--- src/rtl/midi_pkg.sv ---
// Shared MIDI definitions for the button-to-CC message path and the transmitter.
package midi_pkg;

    localparam logic [3:0] MIDI_STATUS_CC = 4'hB;

    // 100 MHz clock / 31250 baud / 2
    localparam int unsigned BAUD_CNT_HALF = 1600;

    typedef struct packed {
        logic [7:0] status;
        logic [7:0] data1;
        logic [7:0] data2;
    } midi_msg_t;

    typedef struct packed {
        logic [6:0] idx;
        logic       val;
    } cc_evt_t;

endpackage

--- src/rtl/midi_btn_debounce.sv ---
// One button: 2-flop synchroniser followed by a stable-disagreement counter.
// flip is combinational and high in the cycle whose closing edge toggles state.
module midi_btn_debounce
    import midi_pkg::*;
#(
    parameter int unsigned DEBOUNCE_CYCLES = 1_000_000
) (
    input  logic clk,
    input  logic rst,
    input  logic btn,
    output logic state,
    output logic flip
);

    localparam int unsigned CNT_W = (DEBOUNCE_CYCLES > 1) ? $clog2(DEBOUNCE_CYCLES) : 1;
    localparam logic [CNT_W-1:0] CNT_LAST = CNT_W'(DEBOUNCE_CYCLES - 1);

    logic             sync1_q, sync2_q;
    logic             state_q, state_d;
    logic [CNT_W-1:0] cnt_q, cnt_d;

    always_ff @(posedge clk or negedge rst) begin
        if (!rst) begin
            sync1_q <= 1'b0;
            sync2_q <= 1'b0;
            state_q <= 1'b0;
            cnt_q   <= '0;
        end else begin
            sync1_q <= btn;
            sync2_q <= sync1_q;
            state_q <= state_d;
            cnt_q   <= cnt_d;
        end
    end

    always_comb begin
        cnt_d   = cnt_q;
        state_d = state_q;
        flip    = 1'b0;
        if (sync2_q == state_q) begin
            cnt_d = '0;
        end else if (cnt_q == CNT_LAST) begin
            flip    = 1'b1;
            state_d = ~state_q;
            cnt_d   = '0;
        end else begin
            cnt_d = cnt_q + 1'b1;
        end
    end

    assign state = state_q;

endmodule

--- src/rtl/midi_cc_msg_gen.sv ---
// Debounced buttons to MIDI Control Change messages, queued in a show-ahead FIFO
// behind a valid/ready interface.
module midi_cc_msg_gen
    import midi_pkg::*;
#(
    parameter int unsigned N_BTN           = 4,
    parameter int unsigned DEBOUNCE_CYCLES = 1_000_000,
    parameter int unsigned FIFO_DEPTH      = 4,
    parameter logic [3:0]  CHANNEL         = 4'h0,
    parameter logic [7:0]  FIRST_CC        = 8'd46,
    parameter logic [7:0]  CC_ON           = 8'd127,
    parameter logic [7:0]  CC_OFF          = 8'd0
) (
    input  logic                          clk,
    input  logic                          rst,
    input  logic [N_BTN-1:0]              btn,
    output logic                          msg_valid,
    input  logic                          msg_ready,
    output logic [7:0]                    msg_status,
    output logic [7:0]                    msg_data1,
    output logic [7:0]                    msg_data2,
    output logic [$clog2(FIFO_DEPTH):0]   fifo_count,
    output logic                          drop,
    output logic [N_BTN-1:0]              btn_state
);

    localparam int unsigned PTR_W = $clog2(FIFO_DEPTH);
    localparam int unsigned CNT_W = PTR_W + 1;

    if (int'(FIRST_CC) + int'(N_BTN) - 1 > 127) begin : g_cc_range_err
        $error("FIRST_CC + N_BTN - 1 exceeds 127");
    end
    if (FIFO_DEPTH < 2 || (FIFO_DEPTH & (FIFO_DEPTH - 1)) != 0) begin : g_depth_err
        $error("FIFO_DEPTH must be a power of two and at least 2");
    end

    logic [N_BTN-1:0] flip;

    for (genvar i = 0; i < N_BTN; i++) begin : g_btn
        midi_btn_debounce #(
            .DEBOUNCE_CYCLES(DEBOUNCE_CYCLES)
        ) u_debounce (
            .clk  (clk),
            .rst  (rst),
            .btn  (btn[i]),
            .state(btn_state[i]),
            .flip (flip[i])
        );
    end

    logic [N_BTN-1:0] pend_q, pend_d;
    logic [N_BTN-1:0] pend_val_q, pend_val_d;
    logic             drop_q, drop_d;
    logic [PTR_W-1:0] wr_ptr_q, rd_ptr_q;
    logic [CNT_W-1:0] count_q, count_d;
    cc_evt_t          mem_q [FIFO_DEPTH];

    logic             push_hit;
    logic [N_BTN-1:0] push_sel;
    logic [6:0]       push_idx;
    logic             push_val;
    logic             full, push, pop;

    assign msg_valid = (count_q != '0);
    assign full      = (count_q == CNT_W'(FIFO_DEPTH));
    assign pop       = msg_valid && msg_ready;
    assign push      = push_hit && (!full || pop);

    // Fixed-priority pick: lowest pending button index goes first.
    always_comb begin
        push_hit = 1'b0;
        push_sel = '0;
        push_idx = '0;
        push_val = 1'b0;
        for (int i = 0; i < N_BTN; i++) begin
            if (pend_q[i] && !push_hit) begin
                push_hit    = 1'b1;
                push_sel[i] = 1'b1;
                push_idx    = 7'(i);
                push_val    = pend_val_q[i];
            end
        end
    end

    // A flip on the enqueue edge wins; it only drops if the old value was not queued.
    always_comb begin
        pend_d     = pend_q;
        pend_val_d = pend_val_q;
        drop_d     = 1'b0;
        for (int i = 0; i < N_BTN; i++) begin
            if (push && push_sel[i]) begin
                pend_d[i] = 1'b0;
            end
            if (flip[i]) begin
                if (pend_d[i]) begin
                    drop_d = 1'b1;
                end
                pend_d[i]     = 1'b1;
                pend_val_d[i] = ~btn_state[i];
            end
        end
    end

    always_comb begin
        count_d = count_q;
        unique case ({push, pop})
            2'b10:   count_d = count_q + 1'b1;
            2'b01:   count_d = count_q - 1'b1;
            default: count_d = count_q;
        endcase
    end

    always_ff @(posedge clk or negedge rst) begin
        if (!rst) begin
            pend_q     <= '0;
            pend_val_q <= '0;
            drop_q     <= 1'b0;
            wr_ptr_q   <= '0;
            rd_ptr_q   <= '0;
            count_q    <= '0;
        end else begin
            pend_q     <= pend_d;
            pend_val_q <= pend_val_d;
            drop_q     <= drop_d;
            count_q    <= count_d;
            if (push) begin
                wr_ptr_q <= wr_ptr_q + 1'b1;
            end
            if (pop) begin
                rd_ptr_q <= rd_ptr_q + 1'b1;
            end
        end
    end

    always_ff @(posedge clk) begin
        if (push) begin
            mem_q[wr_ptr_q] <= cc_evt_t'{idx: push_idx, val: push_val};
        end
    end

    cc_evt_t   head;
    midi_msg_t msg;

    assign head = mem_q[rd_ptr_q];

    // Outputs are forced to zero when empty so stale storage never shows.
    always_comb begin
        msg = '0;
        if (msg_valid) begin
            msg.status = {MIDI_STATUS_CC, CHANNEL};
            msg.data1  = FIRST_CC + {1'b0, head.idx};
            msg.data2  = head.val ? CC_ON : CC_OFF;
        end
    end

    assign msg_status = msg.status;
    assign msg_data1  = msg.data1;
    assign msg_data2  = msg.data2;
    assign fifo_count = count_q;
    assign drop       = drop_q;

endmodule
--- config.mk ---
export PLATFORM = sky130hd
export DESIGN_NAME = midi_cc_msg_gen
export DESIGN_NICKNAME = d
export VERILOG_FILES = /design/src/rtl/midi_pkg.sv /design/src/rtl/midi_btn_debounce.sv /design/src/rtl/midi_cc_msg_gen.sv
export SDC_FILE = /design/constraint.sdc
export NUM_CORES = 1
export LEC_CHECK = 0
export ABC_AREA = 1
export CORE_MARGIN = 8
export CORE_UTILIZATION = 45
export CTS_BUF_LIST = sky130_fd_sc_hd__clkbuf_8 sky130_fd_sc_hd__clkbuf_16
export DETAILED_ROUTE_END_ITERATION = 8
export PLACE_DENSITY = 0.7
export SLEW_MARGIN = 20
export SYNTH_ARGS = -nofsm -noshare
export SYNTH_HDL_FRONTEND = slang
export SYNTH_HIERARCHICAL = 1
export SYNTH_SLANG_ARGS = --single-unit
--- constraint.sdc ---
create_clock -name clk -period 2.1 [get_ports clk]
set_input_delay 0.42 -clock clk [delete_from_list [all_inputs] [get_ports clk]]
set_output_delay 0.42 -clock clk [all_outputs]
set_load 0.1 [all_outputs]
======== After elaboration in Yosys (flattened, before gate mapping) ========
Memories as Yosys holds them, arrays and structs flattened.
Cells that the tools add are included.
storage, ports and cells
  register bits after elaboration ......... 108
  RAM bits ................................ 32
  input port bits ......................... 7
  word-level logic and storage cells ...... 125
  memories kept ........................... 1
memories
  memory  depth  bits a word  rd ports  clocked after memory_dff  wr ports  line                   text
  mem_q   4      8            1         0                         1         midi_cc_msg_gen.sv:56  cc_evt_t mem_q [FIFO_DEPTH];
operators by class
  add/subtract/negate cells ............... 9
  equality and inequality tests ........... 11
  mux-type cells .......................... 51
  bitwise operators ....................... 8
  reduce and logical (&&, ||, !) cells .... 20
operators with widths
  kind                                                                number
  20-bit two-way mux                                                  8
  20-bit by 1-bit adder with 20-bit output, second input constant     4
  20-bit == test, second input constant                               4
  1-bit two-way mux                                                   38
  24-bit two-way mux                                                  1
  7-bit two-way mux                                                   3
  1-bit logical AND                                                   9
  6-bit by 7-bit adder with 8-bit output, first input constant        1
  1-bit inverter                                                      8
  2-bit AND reduction                                                 4
  3-bit one-hot mux with 2 select lines                               1
  2-bit by 1-bit adder with 2-bit output, second input constant       2
  1-bit == test                                                       4
  1-bit logical NOT                                                   4
  3-bit by 1-bit adder with 3-bit output, second input constant       1
  3-bit == test, second input constant                                1
  3-bit nonzero test                                                  1
  3-bit by 1-bit subtractor with 3-bit output, second input constant  1
  2-bit by 1-bit == test with 1-bit output, second input constant     1
  2-bit == test, second input constant                                1
  2-bit nonzero test                                                  1
  1-bit logical OR                                                    1

======== Depth between registers and ports, before layout ========
Gate-level depths: netlist (run 1).
  depth after elaboration ................. 21
  gate-level depth with buffers ........... 10
  depth with buffers taken out ............ 10

======== Hierarchy ========
The synthesis (run 1) kept the hierarchy.
modules (own cells, without submodules)
  module             times used  cells an instance  area each (um^2)
  midi_btn_debounce  4           164                1298.7
  midi_cc_msg_gen    1           160                1472.7

======== Least setup slack after synthesis (run 1) ========
OpenSTA, ideal clock, no wires.
  path kind ............................... flip-flop to output port
  from .................................... reg count_q[0] (netlist: fifo_count[0])
  to ...................................... out msg_data2[1]
  arrival time ............................ 4364 ps
  data required time ...................... 1680 ps
  path slack .............................. -2684 ps
  cell stages (with the launch flop) ...... 6
  buffers on the path ..................... 1
  cells stage by stage .................... dfrtp_1 nor2_1 nand2_1 inv_1 a21oi_1 buf_4
on the way
  longest elaborated chain between the ends .. 2
ends and longest elaborated chain
  item                    line                    text
  start, declared         midi_cc_msg_gen.sv:55   logic [CNT_W-1:0] count_q, count_d;
  start signal, assigned  midi_cc_msg_gen.sv:125  count_q <= count_d;
  3-bit nonzero test      midi_cc_msg_gen.sv:64   assign msg_valid = (count_q != '0);
  named net msg_valid     midi_cc_msg_gen.sv:17   output logic msg_valid,
  24-bit two-way mux      midi_cc_msg_gen.sv:149  if (msg_valid) begin
  end, declared           midi_cc_msg_gen.sv:21   output logic [7:0] msg_data2,
The timed path passes the listed nets, and every way through them passes these cells.

======== Worst setup path after layout (run 1) ========
  from .................................... reg count_q[1] (netlist: fifo_count[1])
  to ...................................... out msg_data2[0]
on the way
  longest elaborated chain between the ends .. 2
ends and longest elaborated chain
  item                line
  3-bit nonzero test  midi_cc_msg_gen.sv:64
  24-bit two-way mux  midi_cc_msg_gen.sv:149
No other way between the ends.

==> results of run 1 <==
## stage by stage
step                      instance area, µm²  utilization  total power [W]
after floorplan                         6864            -         0.005775
after global placement                  7335       0.5046         0.006399
after detailed placement                7335       0.5046         0.006417
after CTS                               7948       0.5468         0.009411
after global routing                    8006       0.5509         0.009780
final                                   8006       0.5509         0.009416
## logic make-up after synthesis
| family | count (synthesis) |
|---|---|
| simple gates | 490 |
| flops | 120 |
| buf+inv | 107 |
| xor+xnor | 48 |
| compound gates | 40 |
| fa+ha+maj | 10 |
| other cells | 1 |
## cells in the final DEF (no fill, tap or decap), types with 3 or more instances in the layout
cell,count
buf_4,28
nor2_2,19
nand3_2,6
nand3b_1,8
nand3_4,5
ha_1,9
xnor2_1,25
o21ai_0,8
bufinv_16,3
nand2_1,139
dfrtp_4,3
nor3_1,5
nor2_1,179
clkinv_2,4
nor2_4,18
nand3_1,68
clkbuf_16,17
dfrtp_1,103
xor2_1,23
edfxtp_1,12
nand2_4,5
nand2_2,23
a21oi_1,13
o21bai_1,12
clkdlybuf4s50_1,5
buf_12,13
inv_1,82
conb_1,8
and2_1,4
nand4_1,10
## sequential cells by signal, summed over array words and instances, names as in the netlist
| signal | cells |
|---|---|
| wr_ptr_q | 2 |
| g_btn.u_debounce/state | 4 |
| pend_q | 4 |
| g_btn.u_debounce/cnt_q | 80 |
| rd_ptr_q | 2 |
| g_btn.u_debounce/sync2_q | 4 |
| pend_val_q | 4 |
| g_btn.u_debounce/sync1_q | 4 |
| drop | 1 |
| mem_q | 12 |
| fifo_count | 3 |
## metal layers
metal	track usage	up-vias	part of all wire
met4	0.07164	0	0.017
met2	0.2306	89	0.45
met3	0.03647	15	0.051
met1	0.2017	2371	0.48
li1	-	2640	-
met5	0	-	0
## path summary, 6_finish.rpt
path	endpoint	cells past startpoint	slack, ns
setup / recovery	msg_data2[0]	6	0.01
hold / removal	g_btn[2].u_debounce/cnt_q[4]$_DFF_PN0_	2	0.06
setup reg to reg	fifo_count[2]$_DFFE_PN0P_	10	0.13
hold reg to reg	g_btn[0].u_debounce/sync2_q$_DFF_PN0_	0	0.34
max in group asynchronous	fifo_count[1]$_DFFE_PN0P_	2	1.54
min in group clk	g_btn[0].u_debounce/sync2_q$_DFF_PN0_	0	0.34
## area by class of cell
cell class	instances	share of cell area
clock buffer	19	0.05657
clock inverter	13	0.01703
inverter	82	0.03954
multi-input combinational	596	0.4054
sequential	120	0.3843
tap	184	0.02875
timing repair buffer	47	0.06845
## critical path: cells and delay by family, from the launching register on
kind | cells | cell delay (ns)
AND/OR/NAND/NOR | 2 | 0.24
AO/OA/AOI/OAI | 1 | 0.05
flip-flops | 1 | 0.50
buffers and inverters | 3 | 0.46
## Yosys cell counts
master and n:
nand3_4 4, a21oi_1 17, nor2_2 18, o21ai_0 11, nand3_1 70, conb_1 1, dfrtp_1 108, fa_1 1
clkbuf_1 4, inv_1 82, nor2_1 182, nand2_4 5, and2_1 4, xor2_1 23, xnor2_1 25, nor2_4 16
nand3b_1 8, edfxtp_1 12, nand2_1 142, buf_4 20, nand2_2 21, nand3_2 5, o21bai_1 12, nor3_1 5
nand4_1 10, buf_2 1, ha_1 9
## repair_timing
action,in CTS,in global routing
setup buffers,4,1
endpoints found under the hold margin,0,0
resized for setup,4,14
endpoints found under the setup margin,11,12
gates cloned,0,0
pin swaps,2,5
hold buffers,0,0
## power by group through the flow
| stage | sequential, W | combinational [W] | clock [W] |
|---|---|---|---|
| after global placement | 0.00261 | 0.00378 | 0 |
| final | 0.00258 | 0.00393 | 0.00290 |
| after CTS | 0.00258 | 0.00386 | 0.00298 |
| after floorplan | 0.00281 | 0.00297 | 0 |
| after detailed placement | 0.00262 | 0.00380 | 0 |
| after global routing | 0.00260 | 0.00409 | 0.00308 |
==> impl_metrics.py, run 1 <==
metrics = {
    "global_route": {
        "grt_max_degree": 109,
        "track_usage": 0.1524,
        "overflow": 0,
        "grt_pass1_wl_mm": 22.94,
        "grt_antenna_before_repair": 0,
        "grt_pass1_vias": 4886,
    },
    "logic_synthesis": {
        "synth_compound_gate_area_share": 0.03453,
        "synth_cells": 816,
        "yosys-mux-area-fraction": 0,
        "yosysTopAreaCellShare": 0.4053,
        "syn_area_um2": 6668,
        "synthAdderAreaFrac": 0.01989,
        "syn_area_per_cell_um2": 8.171,
        "synth_top_family_by_area": "simple AND/OR/NAND/NOR gates",
        "synth_area_leader_cell": "dfrtp_1",
        "ys_seq_area_frac": 0.4594,
        "synth.area.top_cells": "dfrtp_1 41%, nor2_1 10%, nand2_1 8.0%, edfxtp_1 5.4%, nand3_1 5.3%",
        "synth_seq_cells": 120,
        "synthSimpleGateAreaFrac": 0.3509,
        "synth.distinct_cells": 27,
        "yosysWarnings": 6,
        "synth_xor_area_frac": 0.06305,
    },
    "sta": {
        "rsz0062_at_grt": "true",
        "drv_slew": 0,
        "finalHoldViolations": 0,
        "hold_ws_ns": 0.06043,
        "tightest_slew_ns": 0.5822,
        "finalSetupTns_ns": 0,
        "timing.fmax_mhz": 479.5,
        "period_share": 0.9931,
        "finalClockSkew_ns": 0.006021,
        "fin_ws_ns": 0.01459,
        "slew_headroom": 0.6119,
        "fin_crit_ns": 2.085,
        "setup_viol": 0,
    },
    "finish": {
        "num-fill-cells": 1335,
        "fin_nets": 881,
        "area_growth_pct": 20.08,
        "multi_input_area_um2": 3246,
        "layoutNonFillerInstCount": 1061,
        "n_antenna_cell": 0,
        "drive_above_1_share": 0.1824,
        "final-seq-area_um2": 3077,
    },
    "cts": {
        "clk_path_buf_depth": 2,
        "cts_buffers": 17,
        "htreeDepth": 4,
        "cts.sinks": 120,
        "clkTransAtPathRegs_ns": 0.05,
        "cts_root_buf": "clkbuf_16",
        "cts_tree": "done",
        "clock_latency_ns": 0.42,
    },
    "floorplanning": {
        "die-area_um2": 18970,
        "row_count": 44,
        "die_h_um": 137.7,
        "initial_core_util": 0.4588,
        "num_io_pins": 40,
        "core_area_um2": 14530,
        "die_width_um": 137.7,
    },
    "power_and_ir_drop": {
        "leakage_nw": 3.551,
        "vdd_drop_max_uv": 1163,
        "combPwrFrac": 0.417,
        "p_clk_frac": 0.308,
        "p_sw_w": 0.003835,
        "intPower_w": 0.005581,
        "power_frac_seq": 0.274,
        "switching_share": 0.4073,
        "p_per_area_nw_per_um2": 1176,
    },
    "critical_path": {
        "crit_slowest_cell": "dfrtp_4",
        "rr_startpoint": "fifo_count[1]$_DFFE_PN0P_",
        "cp-start-kind": "flop",
        "end_kind": "output pin",
        "cpPeakStageDelay_ns": 0.50,
        "worstPathCellList": "nor2_4 -> nand2_8 -> clkinvlp_4 -> a21oi_4 -> buf_12 -> buf_16",
        "arrival_ns": 1.67,
        "worstSetupPathType": "flop to output pin",
        "critPathRequiredTime_ns": 1.68,
        "critPathLaunch": "fifo_count[1]$_DFFE_PN0P_",
        "crit_fanout": 7,
    },
    "run": {
        "cap_viol_max_count": 0,
    },
    "routing": {
        "drtIter0Drc": 373,
        "avgRoutedWirePerCell_um": 12.45,
        "drc_errors": 0,
        "vias_per_cell": 4.821,
        "ant_nets": 0,
        "via_count": 5115,
        "wirelength_mm": 13.21,
        "first_pass_iters": 5,
    },
    "placed_design": {
        "dpl.cell_count": 1025,
        "post-dp-hpwl_mm": 9.362,
        "gp_congestion": 0.8817,
        "io_buffers": 31,
        "pre_cts_slack_ns": -0.1486,
    },
    "status": {
        "run_status": "finished, final reports clean",
    },
    "worst_hold_path": {
        "hold_class": "input pin to async pin",
    },
}
No activity file was read; power rests on OpenSTA's default activity.
==> run 2: changes to the inputs <==
CAP_MARGIN = 20   (was not set)
HOLD_SLACK_MARGIN = 0.12   (was not set)
==> run 2 against run 1 <==
Net effect:
- clock power barely moved
- die area did not move
- final cell count barely moved
- clock skew barely moved
- combinational power barely moved
- critical endpoint unchanged
- maximum frequency barely moved
- core utilization rose by 0.069 points
==> impl_metrics.py, run 2 (synthesis results as in run 1) <==
metrics = {
    "status": {
        "run_status": "finished, final reports clean",
    },
    "critical_path": {
        "crit_family": "flip-flops",
        "worst-path-stages": 6,
        "critPathLaunch": "fifo_count[1]$_DFFE_PN0P_",
        "worstPathCellList": "nor2_4 -> nand2_8 -> clkinvlp_4 -> a21oi_4 -> buf_12 -> buf_16",
        "cpPeakStageDelay_ns": 0.50,
        "cp-start-kind": "flop",
        "rrSetupSlack_ns": 0.13,
        "crit_slowest_cell": "dfrtp_4",
        "critPathRequiredTime_ns": 1.68,
        "r2r-end": "fifo_count[2]$_DFFE_PN0P_",
        "worstSetupPathType": "flop to output pin",
        "cp_num_buf_inv": 3,
        "end_kind": "output pin",
        "rr_startpoint": "fifo_count[1]$_DFFE_PN0P_",
        "arrival_ns": 1.66,
        "crit_fanout": 7,
        "rr_worst_depth": 10,
    },
    "sta": {
        "finalHoldViolations": 0,
        "tightest_slew_ns": 0.5835,
        "drv_slew": 0,
        "fin_ws_ns": 0.01530,
        "slew_headroom": 0.6110,
        "fin_crit_ns": 2.085,
        "rsz0062_at_grt": "true",
        "finalClockSkew_ns": 0.005996,
        "finalSetupTns_ns": 0,
        "period_share": 0.9927,
        "timing.fmax_mhz": 479.7,
        "setup_viol": 0,
    },
    "global_route": {
        "track_usage": 0.1525,
        "grt_max_degree": 109,
        "grt_antenna_before_repair": 0,
        "grt_pass1_wl_mm": 22.95,
        "met1_usage": 0.2019,
        "grt-busiest-layer": "met2",
        "overflow": 0,
        "grt_use_met3": 0.03647,
        "grt.met2_usage": 0.2306,
        "grt_pass1_vias": 4889,
    },
    "cts": {
        "clk_path_buf_depth": 2,
        "htreeDepth": 4,
        "cts_tree": "done",
        "cts.sinks": 120,
        "clkTransAtPathRegs_ns": 0.05,
        "cts_root_buf": "clkbuf_16",
        "cts_buffers": 17,
        "clock_latency_ns": 0.42,
    },
    "floorplanning": {
        "num_io_pins": 40,
        "die_h_um": 137.7,
        "row_count": 44,
        "die-area_um2": 18970,
        "die_width_um": 137.7,
        "core_area_um2": 14530,
        "initial_core_util": 0.4588,
    },
    "finish": {
        "final_common_cell": "nor2_1",
        "area_growth_pct": 20.23,
        "largest_reg_flops": 80,
        "final_cell_mix": "179 x nor2_1, 139 x nand2_1, 103 x dfrtp_1",
        "layoutNonFillerInstCount": 1062,
        "fin_area_um2": 8016,
        "fin_util": 0.5516,
        "top_register": "g_btn.u_debounce/cnt_q",
        "multi_input_area_um2": 3246,
        "top_regs": "g_btn.u_debounce/cnt_q x80, mem_q x12",
        "n_antenna_cell": 0,
        "num-fill-cells": 1334,
        "drive_above_1_share": 0.1822,
        "fin_nets": 882,
        "final-seq-area_um2": 3077,
    },
    "power_and_ir_drop": {
        "combPwrFrac": 0.417,
        "intPower_w": 0.005582,
        "switching_share": 0.4073,
        "p_clk_frac": 0.308,
        "p_per_area_nw_per_um2": 1175,
        "p_sw_w": 0.003836,
        "power_frac_seq": 0.274,
        "leakage_nw": 3.555,
        "vdd_drop_max_uv": 1163,
    },
    "routing": {
        "wirelength_mm": 13.25,
        "vias_per_cell": 4.825,
        "avgRoutedWirePerCell_um": 12.47,
        "ant_nets": 0,
        "drtIter0Drc": 369,
        "via_count": 5124,
        "drc_errors": 0,
        "first_pass_iters": 5,
    },
    "worst_hold_path": {
        "min_path_cells": 0,
        "worstHoldEndpoint": "g_btn[0].u_debounce/sync2_q$_DFF_PN0_",
        "hp-start": "g_btn[0].u_debounce/sync1_q$_DFF_PN0_",
        "hold_class": "flop to flop",
    },
    "run": {
        "cap_viol_max_count": 0,
    },
    "placed_design": {
        "io_buffers": 31,
        "dpl.cell_count": 1025,
        "gp_congestion": 0.8817,
        "post-dp-hpwl_mm": 9.362,
        "place_area_um2": 7335,
        "pre_cts_slack_ns": -0.1486,
    },
}
==> run 2: cell count changes in the layout (fill, tap and decap cells not counted), sizes merged <==
cell and change:
dlygate4sd3 +1
==> run 2: area by class of cell <==
class | instances | share of cell area
clock buffers | 19 | 0.05650
clock inverters | 13 | 0.01701
inverters | 82 | 0.03949
multi-input cells | 596 | 0.4049
flip-flops and latches | 120 | 0.3838
well taps | 184 | 0.02872
repair buffers | 48 | 0.06961
==> run 2: power groups by stage <==
stage          combinational [W]  clock (W)  sequential [W]
2_1_floorplan            0.00297          0         0.00281
4_1_cts                  0.00386    0.00298         0.00258
6_report                 0.00393    0.00291         0.00258
3_5_place_dp             0.00380          0         0.00262
5_1_grt                  0.00409    0.00308         0.00260
3_3_place_gp             0.00378          0         0.00261
==> run 2: how the worst max path moves through the flow <==
stage / slack (ns) / endpoint
2_1_floorplan: -0.55 / msg_data2[1]
3_3_place_gp: -0.14 / fifo_count[2]$_DFFE_PN0P_
3_5_place_dp: -0.15 / fifo_count[2]$_DFFE_PN0P_
4_1_cts: -0.01 / msg_data2[0]
5_1_grt: -0.07 / msg_data2[6]
6_report: 0.02 / msg_data2[0]
==> run 2: per-stage QoR <==
stage / power [W] / hold slack (ns)
finish: 0.009419 / 0.3417
global placement: 0.006399 / 0.3318
detailed placement: 0.006417 / 0.3347
floorplan: 0.005775 / 0.1244
CTS: 0.009412 / 0.3454
global route: 0.009782 / 0.3539
==> run 2: worst reg2reg max path, delay by kind of cell (launching register included) <==
| family | cells | cell delay, ns |
|---|---|---|
| compound gates | 2 | 0.21 |
| xor+xnor | 1 | 0.14 |
| flops | 1 | 0.50 |
| fa+ha+maj | 2 | 0.49 |
| simple gates | 3 | 0.32 |
| buf+inv | 2 | 0.20 |
==> run 2: metal layers <==
layer / vias up / part of all wire
li1: 2643 / -
met1: 2377 / 0.48
met2: 89 / 0.45
met3: 15 / 0.051
met4: 0 / 0.017
met5: - / 0
==> run 2: what timing repair did <==
action | 4_1_cts | 5_1_grt
pin swaps | 2 | 5
gates cloned | 0 | 0
setup endpoints to repair | 11 | 12
hold buffers | 1 | 0
resized for setup | 4 | 14
buffers inserted | 4 | 1
hold endpoints to repair | 108 | 0
